===== src/rtl/fp_pkg.sv =====
// rtl/fp_pkg.sv - shared class enum, constants and stage payload types for fp_mult_round
// Optional feature macro: FP_ROUND_INEXACT_EN
package fp_pkg;

  typedef enum logic [1:0] {
    NORMAL = 2'b00,
    ZERO   = 2'b01,
    INF    = 2'b10,
    NAN    = 2'b11
  } fp_class_t;

  localparam int          FP_BIAS    = 127;
  localparam int          FP_EXP_MAX = 255;
  localparam logic [31:0] FP_QNAN    = 32'h7FC00000;

  // Normalized beat waiting for rounding; the exponent is kept beside it
  // because its width is a module parameter.
  typedef struct packed {
    logic        sign;
    fp_class_t   cls;
    logic [22:0] frac;
    logic        guard;
    logic        sticky;
`ifdef FP_ROUND_INEXACT_EN
    logic        mant_nz;
`endif
  } s1_t;

  // Final packed result and flags as presented on the output port.
  typedef struct packed {
    logic [31:0] result;
    logic        overflow;
    logic        underflow;
    logic        exception;
`ifdef FP_ROUND_INEXACT_EN
    logic        inexact;
`endif
  } s2_t;

endpackage


===== src/rtl/fp_mult_round_if.sv =====
// rtl/fp_mult_round_if.sv - input/output handshake bundle (FP_ROUND_INEXACT_EN adds out_inexact)
interface fp_mult_round_if #(
  parameter int EXP_W = 10
);
  logic             in_valid;
  logic             in_ready;
  logic             in_sign;
  logic [EXP_W-1:0] in_exp;
  logic [47:0]      in_mant;
  logic [1:0]       in_class;
  logic             out_valid;
  logic             out_ready;
  logic [31:0]      out_result;
  logic             out_overflow;
  logic             out_underflow;
  logic             out_exception;
`ifdef FP_ROUND_INEXACT_EN
  logic             out_inexact;

  modport master (
    output in_valid, in_sign, in_exp, in_mant, in_class, out_ready,
    input  in_ready, out_valid, out_result, out_overflow, out_underflow,
           out_exception, out_inexact
  );

  modport slave (
    input  in_valid, in_sign, in_exp, in_mant, in_class, out_ready,
    output in_ready, out_valid, out_result, out_overflow, out_underflow,
           out_exception, out_inexact
  );
`else
  modport master (
    output in_valid, in_sign, in_exp, in_mant, in_class, out_ready,
    input  in_ready, out_valid, out_result, out_overflow, out_underflow,
           out_exception
  );

  modport slave (
    input  in_valid, in_sign, in_exp, in_mant, in_class, out_ready,
    output in_ready, out_valid, out_result, out_overflow, out_underflow,
           out_exception
  );
`endif
endinterface


===== src/rtl/fp_round_rne.sv =====
// rtl/fp_round_rne.sv - combinational round-to-nearest-even of a 23-bit fraction (FP_ROUND_INEXACT_EN adds inexact_o)
module fp_round_rne #(
  parameter int EXP_W = 10
) (
  input  logic [22:0]             frac_i,
  input  logic                    guard_i,
  input  logic                    sticky_i,
  input  logic signed [EXP_W-1:0] exp_i,
  output logic [22:0]             frac_o,
`ifdef FP_ROUND_INEXACT_EN
  output logic                    inexact_o,
`endif
  output logic signed [EXP_W-1:0] exp_o
);

  logic        round_up;
  logic [23:0] sum;

  // Ties go to the even fraction; a carry out of the fraction bumps the exponent.
  always_comb begin
    round_up = guard_i & (sticky_i | frac_i[0]);
    sum      = {1'b0, frac_i} + {23'd0, round_up};
    frac_o   = sum[23] ? 23'd0 : sum[22:0];
    exp_o    = exp_i + {{(EXP_W-1){1'b0}}, sum[23]};
`ifdef FP_ROUND_INEXACT_EN
    inexact_o = guard_i | sticky_i;
`endif
  end

endmodule


===== src/rtl/fp_mult_round.sv =====
// rtl/fp_mult_round.sv - two-stage normalize/round pipeline for the binary32 multiplier (FP_ROUND_INEXACT_EN enables out_inexact)
module fp_mult_round
  import fp_pkg::*;
#(
  parameter int EXP_W = 10
) (
  input  logic            clk,
  input  logic            rst,
  fp_mult_round_if.slave  bus
);

  localparam logic signed [EXP_W-1:0] EXP_ONE   = EXP_W'(1);
  localparam logic signed [EXP_W-1:0] EXP_MAX_S = EXP_W'(FP_EXP_MAX);
  localparam logic signed [EXP_W-1:0] EXP_ZERO  = '0;

  logic                    s1_valid_q, s1_valid_d;
  s1_t                     s1_q, s1_d;
  logic signed [EXP_W-1:0] s1_exp_q, s1_exp_d;
  logic                    s2_valid_q, s2_valid_d;
  s2_t                     s2_q, s2_d;

  logic                    s2_advance;
  logic                    in_fire;
  logic signed [EXP_W-1:0] in_exp_s;
  logic [22:0]             rnd_frac;
  logic signed [EXP_W-1:0] rnd_exp;
`ifdef FP_ROUND_INEXACT_EN
  logic                    rnd_inexact;
`endif

  // Stage 2 can take a new beat when it is empty or its beat leaves this cycle.
  assign s2_advance   = !s2_valid_q | bus.out_ready;
  assign bus.in_ready = !s1_valid_q | s2_advance;
  assign in_fire      = bus.in_valid & bus.in_ready;
  assign in_exp_s     = $signed(bus.in_exp);

  fp_round_rne #(.EXP_W(EXP_W)) u_round (
    .frac_i    (s1_q.frac),
    .guard_i   (s1_q.guard),
    .sticky_i  (s1_q.sticky),
    .exp_i     (s1_exp_q),
    .frac_o    (rnd_frac),
`ifdef FP_ROUND_INEXACT_EN
    .inexact_o (rnd_inexact),
`endif
    .exp_o     (rnd_exp)
  );

  // Stage 1: align the product so the leading one is implicit, split off guard/sticky.
  always_comb begin
    s1_valid_d = s1_valid_q;
    s1_d       = s1_q;
    s1_exp_d   = s1_exp_q;
    if (in_fire) begin
      s1_valid_d = 1'b1;
      s1_d.sign  = bus.in_sign;
      s1_d.cls   = fp_class_t'(bus.in_class);
      if (bus.in_mant[47]) begin
        s1_d.frac   = bus.in_mant[46:24];
        s1_d.guard  = bus.in_mant[23];
        s1_d.sticky = |bus.in_mant[22:0];
        s1_exp_d    = in_exp_s + EXP_ONE;
      end else begin
        s1_d.frac   = bus.in_mant[45:23];
        s1_d.guard  = bus.in_mant[22];
        s1_d.sticky = |bus.in_mant[21:0];
        s1_exp_d    = in_exp_s;
      end
`ifdef FP_ROUND_INEXACT_EN
      s1_d.mant_nz = |bus.in_mant;
`endif
    end else if (s2_advance) begin
      s1_valid_d = 1'b0;
    end
  end

  // Stage 2: apply class overrides, else range-check the rounded exponent and pack.
  always_comb begin
    s2_valid_d = s2_valid_q;
    s2_d       = s2_q;
    if (s2_advance) begin
      s2_valid_d = s1_valid_q;
      if (s1_valid_q) begin
        s2_d = '0;
        case (s1_q.cls)
          ZERO: s2_d.result = {s1_q.sign, 31'd0};
          INF: begin
            s2_d.result    = {s1_q.sign, 8'hFF, 23'd0};
            s2_d.exception = 1'b1;
          end
          NAN: begin
            s2_d.result    = FP_QNAN;
            s2_d.exception = 1'b1;
          end
          default: begin
            if (rnd_exp >= EXP_MAX_S) begin
              s2_d.result   = {s1_q.sign, 8'hFF, 23'd0};
              s2_d.overflow = 1'b1;
`ifdef FP_ROUND_INEXACT_EN
              s2_d.inexact  = 1'b1;
`endif
            end else if (rnd_exp <= EXP_ZERO) begin
              s2_d.result    = {s1_q.sign, 31'd0};
              s2_d.underflow = 1'b1;
`ifdef FP_ROUND_INEXACT_EN
              s2_d.inexact   = s1_q.mant_nz;
`endif
            end else begin
              s2_d.result  = {s1_q.sign, rnd_exp[7:0], rnd_frac};
`ifdef FP_ROUND_INEXACT_EN
              s2_d.inexact = rnd_inexact;
`endif
            end
          end
        endcase
      end
    end
  end

  // Pipeline registers; reset empties both stages at once.
  always_ff @(posedge clk or posedge rst) begin
    if (rst) begin
      s1_valid_q <= 1'b0;
      s1_q       <= '0;
      s1_exp_q   <= '0;
      s2_valid_q <= 1'b0;
      s2_q       <= '0;
    end else begin
      s1_valid_q <= s1_valid_d;
      s1_q       <= s1_d;
      s1_exp_q   <= s1_exp_d;
      s2_valid_q <= s2_valid_d;
      s2_q       <= s2_d;
    end
  end

  assign bus.out_valid     = s2_valid_q;
  assign bus.out_result    = s2_q.result;
  assign bus.out_overflow  = s2_q.overflow;
  assign bus.out_underflow = s2_q.underflow;
  assign bus.out_exception = s2_q.exception;
`ifdef FP_ROUND_INEXACT_EN
  assign bus.out_inexact   = s2_q.inexact;
`endif

endmodule


===== src/flat_wrapper.sv =====
// flat-port wrapper written by rule: the top's interface ports become plain ports
module fp_mult_round_flat import fp_pkg::*;
#(
  parameter int EXP_W = 10
)
  (clk, rst, bus_in_valid, bus_in_sign, bus_in_exp, bus_in_mant, bus_in_class, bus_out_ready, bus_in_ready, bus_out_valid, bus_out_result, bus_out_overflow, bus_out_underflow, bus_out_exception);
  fp_mult_round_if #(.EXP_W(EXP_W)) bus_i ();
  input  logic clk;
  input  logic rst;
  input wire logic [$bits(bus_i.in_valid)-1:0] bus_in_valid;
  input wire logic [$bits(bus_i.in_sign)-1:0] bus_in_sign;
  input wire logic [$bits(bus_i.in_exp)-1:0] bus_in_exp;
  input wire logic [$bits(bus_i.in_mant)-1:0] bus_in_mant;
  input wire logic [$bits(bus_i.in_class)-1:0] bus_in_class;
  input wire logic [$bits(bus_i.out_ready)-1:0] bus_out_ready;
  output wire logic [$bits(bus_i.in_ready)-1:0] bus_in_ready;
  output wire logic [$bits(bus_i.out_valid)-1:0] bus_out_valid;
  output wire logic [$bits(bus_i.out_result)-1:0] bus_out_result;
  output wire logic [$bits(bus_i.out_overflow)-1:0] bus_out_overflow;
  output wire logic [$bits(bus_i.out_underflow)-1:0] bus_out_underflow;
  output wire logic [$bits(bus_i.out_exception)-1:0] bus_out_exception;
  assign bus_i.in_valid = bus_in_valid;
  assign bus_i.in_sign = bus_in_sign;
  assign bus_i.in_exp = bus_in_exp;
  assign bus_i.in_mant = bus_in_mant;
  assign bus_i.in_class = bus_in_class;
  assign bus_i.out_ready = bus_out_ready;
  assign bus_in_ready = bus_i.in_ready;
  assign bus_out_valid = bus_i.out_valid;
  assign bus_out_result = bus_i.out_result;
  assign bus_out_overflow = bus_i.out_overflow;
  assign bus_out_underflow = bus_i.out_underflow;
  assign bus_out_exception = bus_i.out_exception;
  fp_mult_round #(.EXP_W(EXP_W)) u_core (.clk(clk), .rst(rst), .bus(bus_i));
endmodule

===== config.mk =====
export PLATFORM = sky130hd
export DESIGN_NAME = fp_mult_round_flat
export DESIGN_NICKNAME = d
export VERILOG_FILES = /design/src/rtl/fp_pkg.sv /design/src/rtl/fp_mult_round_if.sv /design/src/rtl/fp_round_rne.sv /design/src/rtl/fp_mult_round.sv /design/src/flat_wrapper.sv
export SDC_FILE = /design/constraint.sdc
export NUM_CORES = 1
export LEC_CHECK = 0
export ABC_AREA = 1
export BUFFER_PORTS_ARGS = -buffer_cell sky130_fd_sc_hd__buf_2
export CORE_MARGIN = 8
export CORE_UTILIZATION = 40
export CTS_BUF_LIST = sky130_fd_sc_hd__clkbuf_2
export DETAILED_ROUTE_END_ITERATION = 8
export PLACE_DENSITY = 0.71
export RECOVER_POWER = 25
export SLEW_MARGIN = 40
export SYNTH_ARGS = -nofsm -noshare
export SYNTH_HDL_FRONTEND = slang
export SYNTH_SLANG_ARGS = --single-unit

===== constraint.sdc =====
create_clock -name clk -period 4 [get_ports clk]
set_input_delay 1 -clock clk [delete_from_list [all_inputs] [get_ports clk]]
set_output_delay 1 -clock clk [all_outputs]
set_load 0.02 [all_outputs]

Yosys cells after proc, flatten, opt, wreduce, memory -nomap -nowiden
Cells that the tools add are included.

Bits of input ports: 65. Register bits: 75.

Reductions and logical operators: 8. Muxes and demuxes: 13. Bitwise gates (word level): 5. Equal/unequal tests: 3. Add/sub/neg operators: 3. $lt $le $gt $ge: 2.

Operators by type and width (number): case mux 32 bit (3 select lines) (1); two-way mux 31 bit (2); two-way mux 25 bit (1); adder 23 x 1 -> 24 bit (1); two-way mux 23 bit (1); OR reduction 23 bit (1); OR reduction 22 bit (1); adder 10 x 1 -> 10 bit (1); adder 10 x 2 -> 10 bit, second input constant (1); greater-or-equal comparator 10 x 9 -> 1 bit, second input constant (1); <= comparator 10 x 1 -> 1 bit, second input constant (1); two-way mux 10 bit (1); two-way mux 1 bit (6); == test 2 bit, second input constant (2); OR 1 bit (3); OR reduction 3 bit (1); bitwise AND 1 bit (2); == test 2 x 1 -> 1 bit, second input constant (1); zero test 1 bit (2); two-way mux 2 bit (1); AND reduction 2 bit (1); nonzero test 2 bit (1); OR reduction 2 bit (1).

Logic depth before layout (Yosys ltp)
Word-level depth: 8. Depth in mapped cells: 26.

Cells and area by module
Synthesis repeated with hierarchy kept, for this count alone.

Cell total of the unflattened synthesis: 637. Area total of the unflattened synthesis: 4535.6 um2.

By module, submodules not included: fp_mult_round (area each 3644.7 um2, cells an instance 465, instances 1); fp_round_rne (area each 890.9 um2, cells an instance 172, instances 1).

Least setup slack after synthesis
No wires, ideal clock.

Kind: reg-to-reg. Start: register u_core.s1_q[2] (netlist name). End: register u_core.s2_q, in the netlist u_core.bus.out_result[16]. Arrival: 2.784 ns. Slack: 1.099 ns. Buffers on the path: 1. Required time: 3.883 ns. Stages on the path, launching flop included: 27. Period minus slack after synthesis: 2.901 ns. Cells stage by stage: dfrtp_1 > o21a_1 > ha_1 > nand3_1 > nor2_2 > nand3_2 > nor2_2 > nand2_2 > nor2_2 > nand2_1 > inv_1 > ha_1 > ha_1 > nand2_2 > nor2_2 > nand2_1 > nand2_1 > nand2_1 > nor2_1 > nand3b_1 > nand2_1 > nand2_2 > nand2_1 > nor2_2 > buf_4 > nand3_1 > nand2_1.

Cells in the longest elaborated chain, start to end: 8. Elaborated cells on any way between the ends: 10. Those cells by class: add/sub (2); order compare (2); mux (4); bitwise (2).

Ends and longest elaborated chain: start: declaration (RTL line fp_mult_round.sv:17) `s1_t s1_q, s1_d;`; start signal: assignment (RTL line fp_mult_round.sv:124) `s1_q <= '0;`; start signal: assignment (RTL line fp_mult_round.sv:130) `s1_q <= s1_d;`; OR 1 bit (RTL line fp_round_rne.sv:21) `round_up = guard_i & (sticky_i | frac_i[0]);`; bitwise AND 1 bit (RTL line fp_round_rne.sv:21); adder 23 x 1 -> 24 bit * (RTL line fp_round_rne.sv:22) `sum = {1'b0, frac_i} + {23'd0, round_up};`; adder 10 x 1 -> 10 bit (RTL line fp_round_rne.sv:24) `exp_o = exp_i + {{(EXP_W-1){1'b0}}, sum[23]};`; <= comparator 10 x 1 -> 1 bit (RTL line fp_mult_round.sv:102) `end else if (rnd_exp <= EXP_ZERO) begin`; two-way mux 31 bit (RTL line fp_mult_round.sv:102); two-way mux 31 bit * (RTL line fp_mult_round.sv:96) `if (rnd_exp >= EXP_MAX_S) begin`; case mux 32 bit (3 select lines) * (RTL line fp_mult_round.sv:85) `case (s1_q.cls)`; end signal: assignment (RTL line fp_mult_round.sv:127) `s2_q <= '0;`; end signal: assignment (RTL line fp_mult_round.sv:133) `s2_q <= s2_d;`; end: declaration (RTL line fp_mult_round.sv:20) `s2_t s2_q, s2_d;`.

Every way passes the cells marked *; elsewhere a longest branch is shown, timed or not. A chain may end at the register's enable or synchronous reset.

Worst setup path after layout
Start: register u_core.s1_q[2] (netlist name). End: register u_core.s2_q, in the netlist u_core.bus.out_result[8].

Same word-level chain as after synthesis.

==> metrics.cfg <==
[status]
status=finished with violations
violations=capacitance limit, slew limit

[die]
fp-row-count=37
die_y_um=119
initial_core_util_pct=41.2
die-area_um2=14300
core_um2=10400
ioPinCount=102
fp.dieW_um=119

[setup_path]
worstPathCellList=o21a_1 > ha_1 > nand3_1 > nor2_2 > nand3_2 > nor2_2 > nand2_2 > nor2_2 > nand2_1 > inv_1 > ha_1 > ha_1 > nand2_2 > o21bai_1 > nand2_1 > nand2_1 > nor2_1 > nand3_1 > nand2_1 > nor2_2 > buf_4 > nand3_1 > nand2_1
path_buf_inv=2
critPathKind=reg -> reg
critPathMaxStageDelay_ns=0.42
slowest_stage=dfrtp_1
cp.arrival_ns=3.91
start_kind=flop
cp_max_fo=20
cpMostUsedCell=nand2_1
cp.required_ns=4.46
end_kind=flop
critPathTopFamily=simple AND/OR/NAND/NOR gates

[clock_network]
cts_buffers=9
clock_path_buffers=2
cts_resized=0
clk-insertion-delay-late_ns=0.51
numClockSinks=75
cts_tree=yes
h-tree-depth=3
cts.clk_slew.worst_paths_ns=0.17
ctsHoldBuffers=0
ctsRootBufferMaster=clkbuf_2
cts_setup_buffers=0

[timing]
fmax_ghz=0.290
rsz0062_at_grt=false
period_minus_slack_ns=3.45
fin_setup_tns_ns=0
fin_crit_sh_pct=86.3
finalClockSkew_ns=0.0142
hold_viol=0
setup_violations=0
slew_headroom_pct=-20.3
finalMaxSlewViolations=76
tightest_slew_ns=1.81

[drt]
top_layer_used=met4
vias=4012
drc=0
route.met2.wl_mm=4.57
dr_wl_met3_um=769
wl_per_cell_um=13.3
drt_pass1_iterations=5
drt-vias-per-instance=4.89
drt-total-wl_mm=10.9
ant_nets=0
drtIter0Drc=231
wl_met1_mm=5.44

[logic_synthesis]
yosys_warnings=0
synthArstFlopShare_pct=100
synth.area.top_cells=dfrtp_1 44%, nand2_1 17%, nand3_1 6.6%
yosysMostFrequentCell=nand2_1
synth_edf_count=0
yosys.area.top_type_share_pct=43.9
synth_ff_type=dfrtp_1
syn_area_per_cell_um2=7.27
synth_nets=658
synth_area_leader_cell=dfrtp_1
netlist_instances=588
ys_seq_area_share_pct=43.9
netlist_area_um2=4280
synth_cell_types=37
ys_seq_elements=75
synth.cells.most_frequent=189 x nand2_1, 75 x dfrtp_1, 59 x inv_1

[global_route]
grt_overflow_total=0
grt_pass1_vias=3962
antenna_found_initial=1
grt_pass1_wl_mm=18.6
grt_max_degree=76
grt_use_total_pct=15.8

[cells_and_area]
final_layout_size_suffix_gt1_share_pct=19.3
fill_cells=1090
syn2layout_area_growth_pct=15.8
final_nets=751

[power_and_ir_drop]
power_density_nw_per_um2=412
max-vdd-ir-drop_mv=0.131
switching_power_uw=825
p_sw_share_pct=40.4
total_power_mw=2.04
cellLeakagePower_nw=2.66
intPower_mw=1.22
clockPowerShare_pct=15.4
p_comb_share_pct=34.3
seqPwrFrac_pct=50.3

[placement]
portBuffers=101
gp_congestion=0.892
dp_hpwl_mm=8.62

[job]
cap_violations=1

[worst_hold_path]
hold_class=reg -> reg

-- worst min-delay path, delay by kind of cell, from the launching register on --
| kind | cells | cell delay (ns) |
|---|---|---|
| flip-flops | 1 | 0.37 |
| AND/OR/NAND/NOR | 2 | 0.10 |
-- per-stage QoR --
stage / instances / util [%] / cell area (um^2) / setup slack (ns) / hold slack [ns]
after CTS: 820 / 47.8 / 4950 / 0.561 / 0.503
final: 821 / 47.7 / 4950 / 0.549 / 0.498
after floorplan: 588 / - / 4280 / 1.09 / 0.450
after detailed placement: 806 / 47.1 / 4880 / 0.583 / 0.462
after global routing: 821 / 47.7 / 4950 / 0.136 / 0.531
after global placement: 806 / 47.1 / 4880 / 0.728 / 0.460
-- worst paths after layout --
kind,from,end,slack (ns),depth (start not counted)
max,u_core.s1_q[2],u_core.bus.out_result[8],0.55,23
min,u_core.bus.out_result[1],u_core.bus.out_result[1],0.50,2
max reg2reg,u_core.s1_q[2],u_core.bus.out_result[8],0.55,23
min reg2reg,u_core.bus.out_result[1],u_core.bus.out_result[1],0.50,2
max in group asynchronous,rst,u_core.s1_q[24],1.85,3
min in group asynchronous,rst,u_core.bus.out_result[12],1.10,3
-- placed cells by master, fill, tap and decap left out, drive strengths merged --
| cell | n |
|---|---|
| nand2 | 192 |
| buf | 104 |
| dfrtp | 75 |
| nor2 | 65 |
| inv | 61 |
| nand3 | 58 |
| o21ai | 31 |
| a31oi | 22 |
| xor2 | 13 |
| clkbuf | 11 |
| nand4 | 8 |
| xnor2 | 6 |
| nor3 | 6 |
| nor4 | 5 |
| a21oi | 5 |
| ha | 5 |
| o211ai | 3 |
| clkinv | 3 |
| o21bai | 2 |
| nand3b | 2 |
| diode | 1 |
| a2111oi | 1 |
| a22o | 1 |
| o22ai | 1 |
| o21a | 1 |
| o31ai | 1 |
| and3 | 1 |
| clkinvlp | 1 |
-- registers in the layout, summed over array words and instances (netlist names) --
signal	cells
u_core.s1_exp_q	10
u_core.s1_q	28
u_core.s1_valid_q	1
u_core.bus.out_result	32
u_core.bus.out_exception	1
u_core.bus.out_valid	1
u_core.bus.out_overflow	1
u_core.bus.out_underflow	1
-- per-layer routing --
metal  vias up  global-route usage, %
met5         -                      0
met3        10                   3.64
met4         0                   6.79
li1       2083                      -
met2       130                   23.0
met1      1789                   21.9
-- cell type report --
class                   instances  area (um^2)  area share (%)
well taps                     136          170            3.44
clock buffers                  10         50.0            1.01
multi-input cells             429         2060            41.5
inverters                      61          229            4.63
diodes                          1         2.50          0.0506
repair buffers                105          546            11.0
clock inverters                 4         20.0           0.404
flip-flops and latches         75         1880            37.9
-- cell families (layout without fill, tap and decap cells) --
| group | after synthesis | count (layout) | synth area share (%) |
|---|---|---|---|
| other | 0 | 1 | 0 |
| xor gates and xnor gates | 19 | 19 | 3.89 |
| AOI/OAI and AO/OA | 68 | 68 | 9.22 |
| DFF | 75 | 75 | 43.9 |
| buffers and inverters | 84 | 180 | 8.02 |
| and+or+nand+nor | 337 | 337 | 33.5 |
| adders and majority gates | 5 | 5 | 1.46 |
-- power groups by stage --
| stage | Combinational, mW | Sequential (mW) | Clock [mW] |
|---|---|---|---|
| 5_1_grt | 0.788 | 1.05 | 0.351 |
| 3_5_place_dp | 0.709 | 1.04 | 0 |
| 4_1_cts | 0.712 | 1.03 | 0.329 |
| 6_report | 0.700 | 1.03 | 0.314 |
| 3_3_place_gp | 0.701 | 1.04 | 0 |
| 2_1_floorplan | 0.381 | 1.12 | 0 |
No activity file was read; power rests on OpenSTA's default activity.
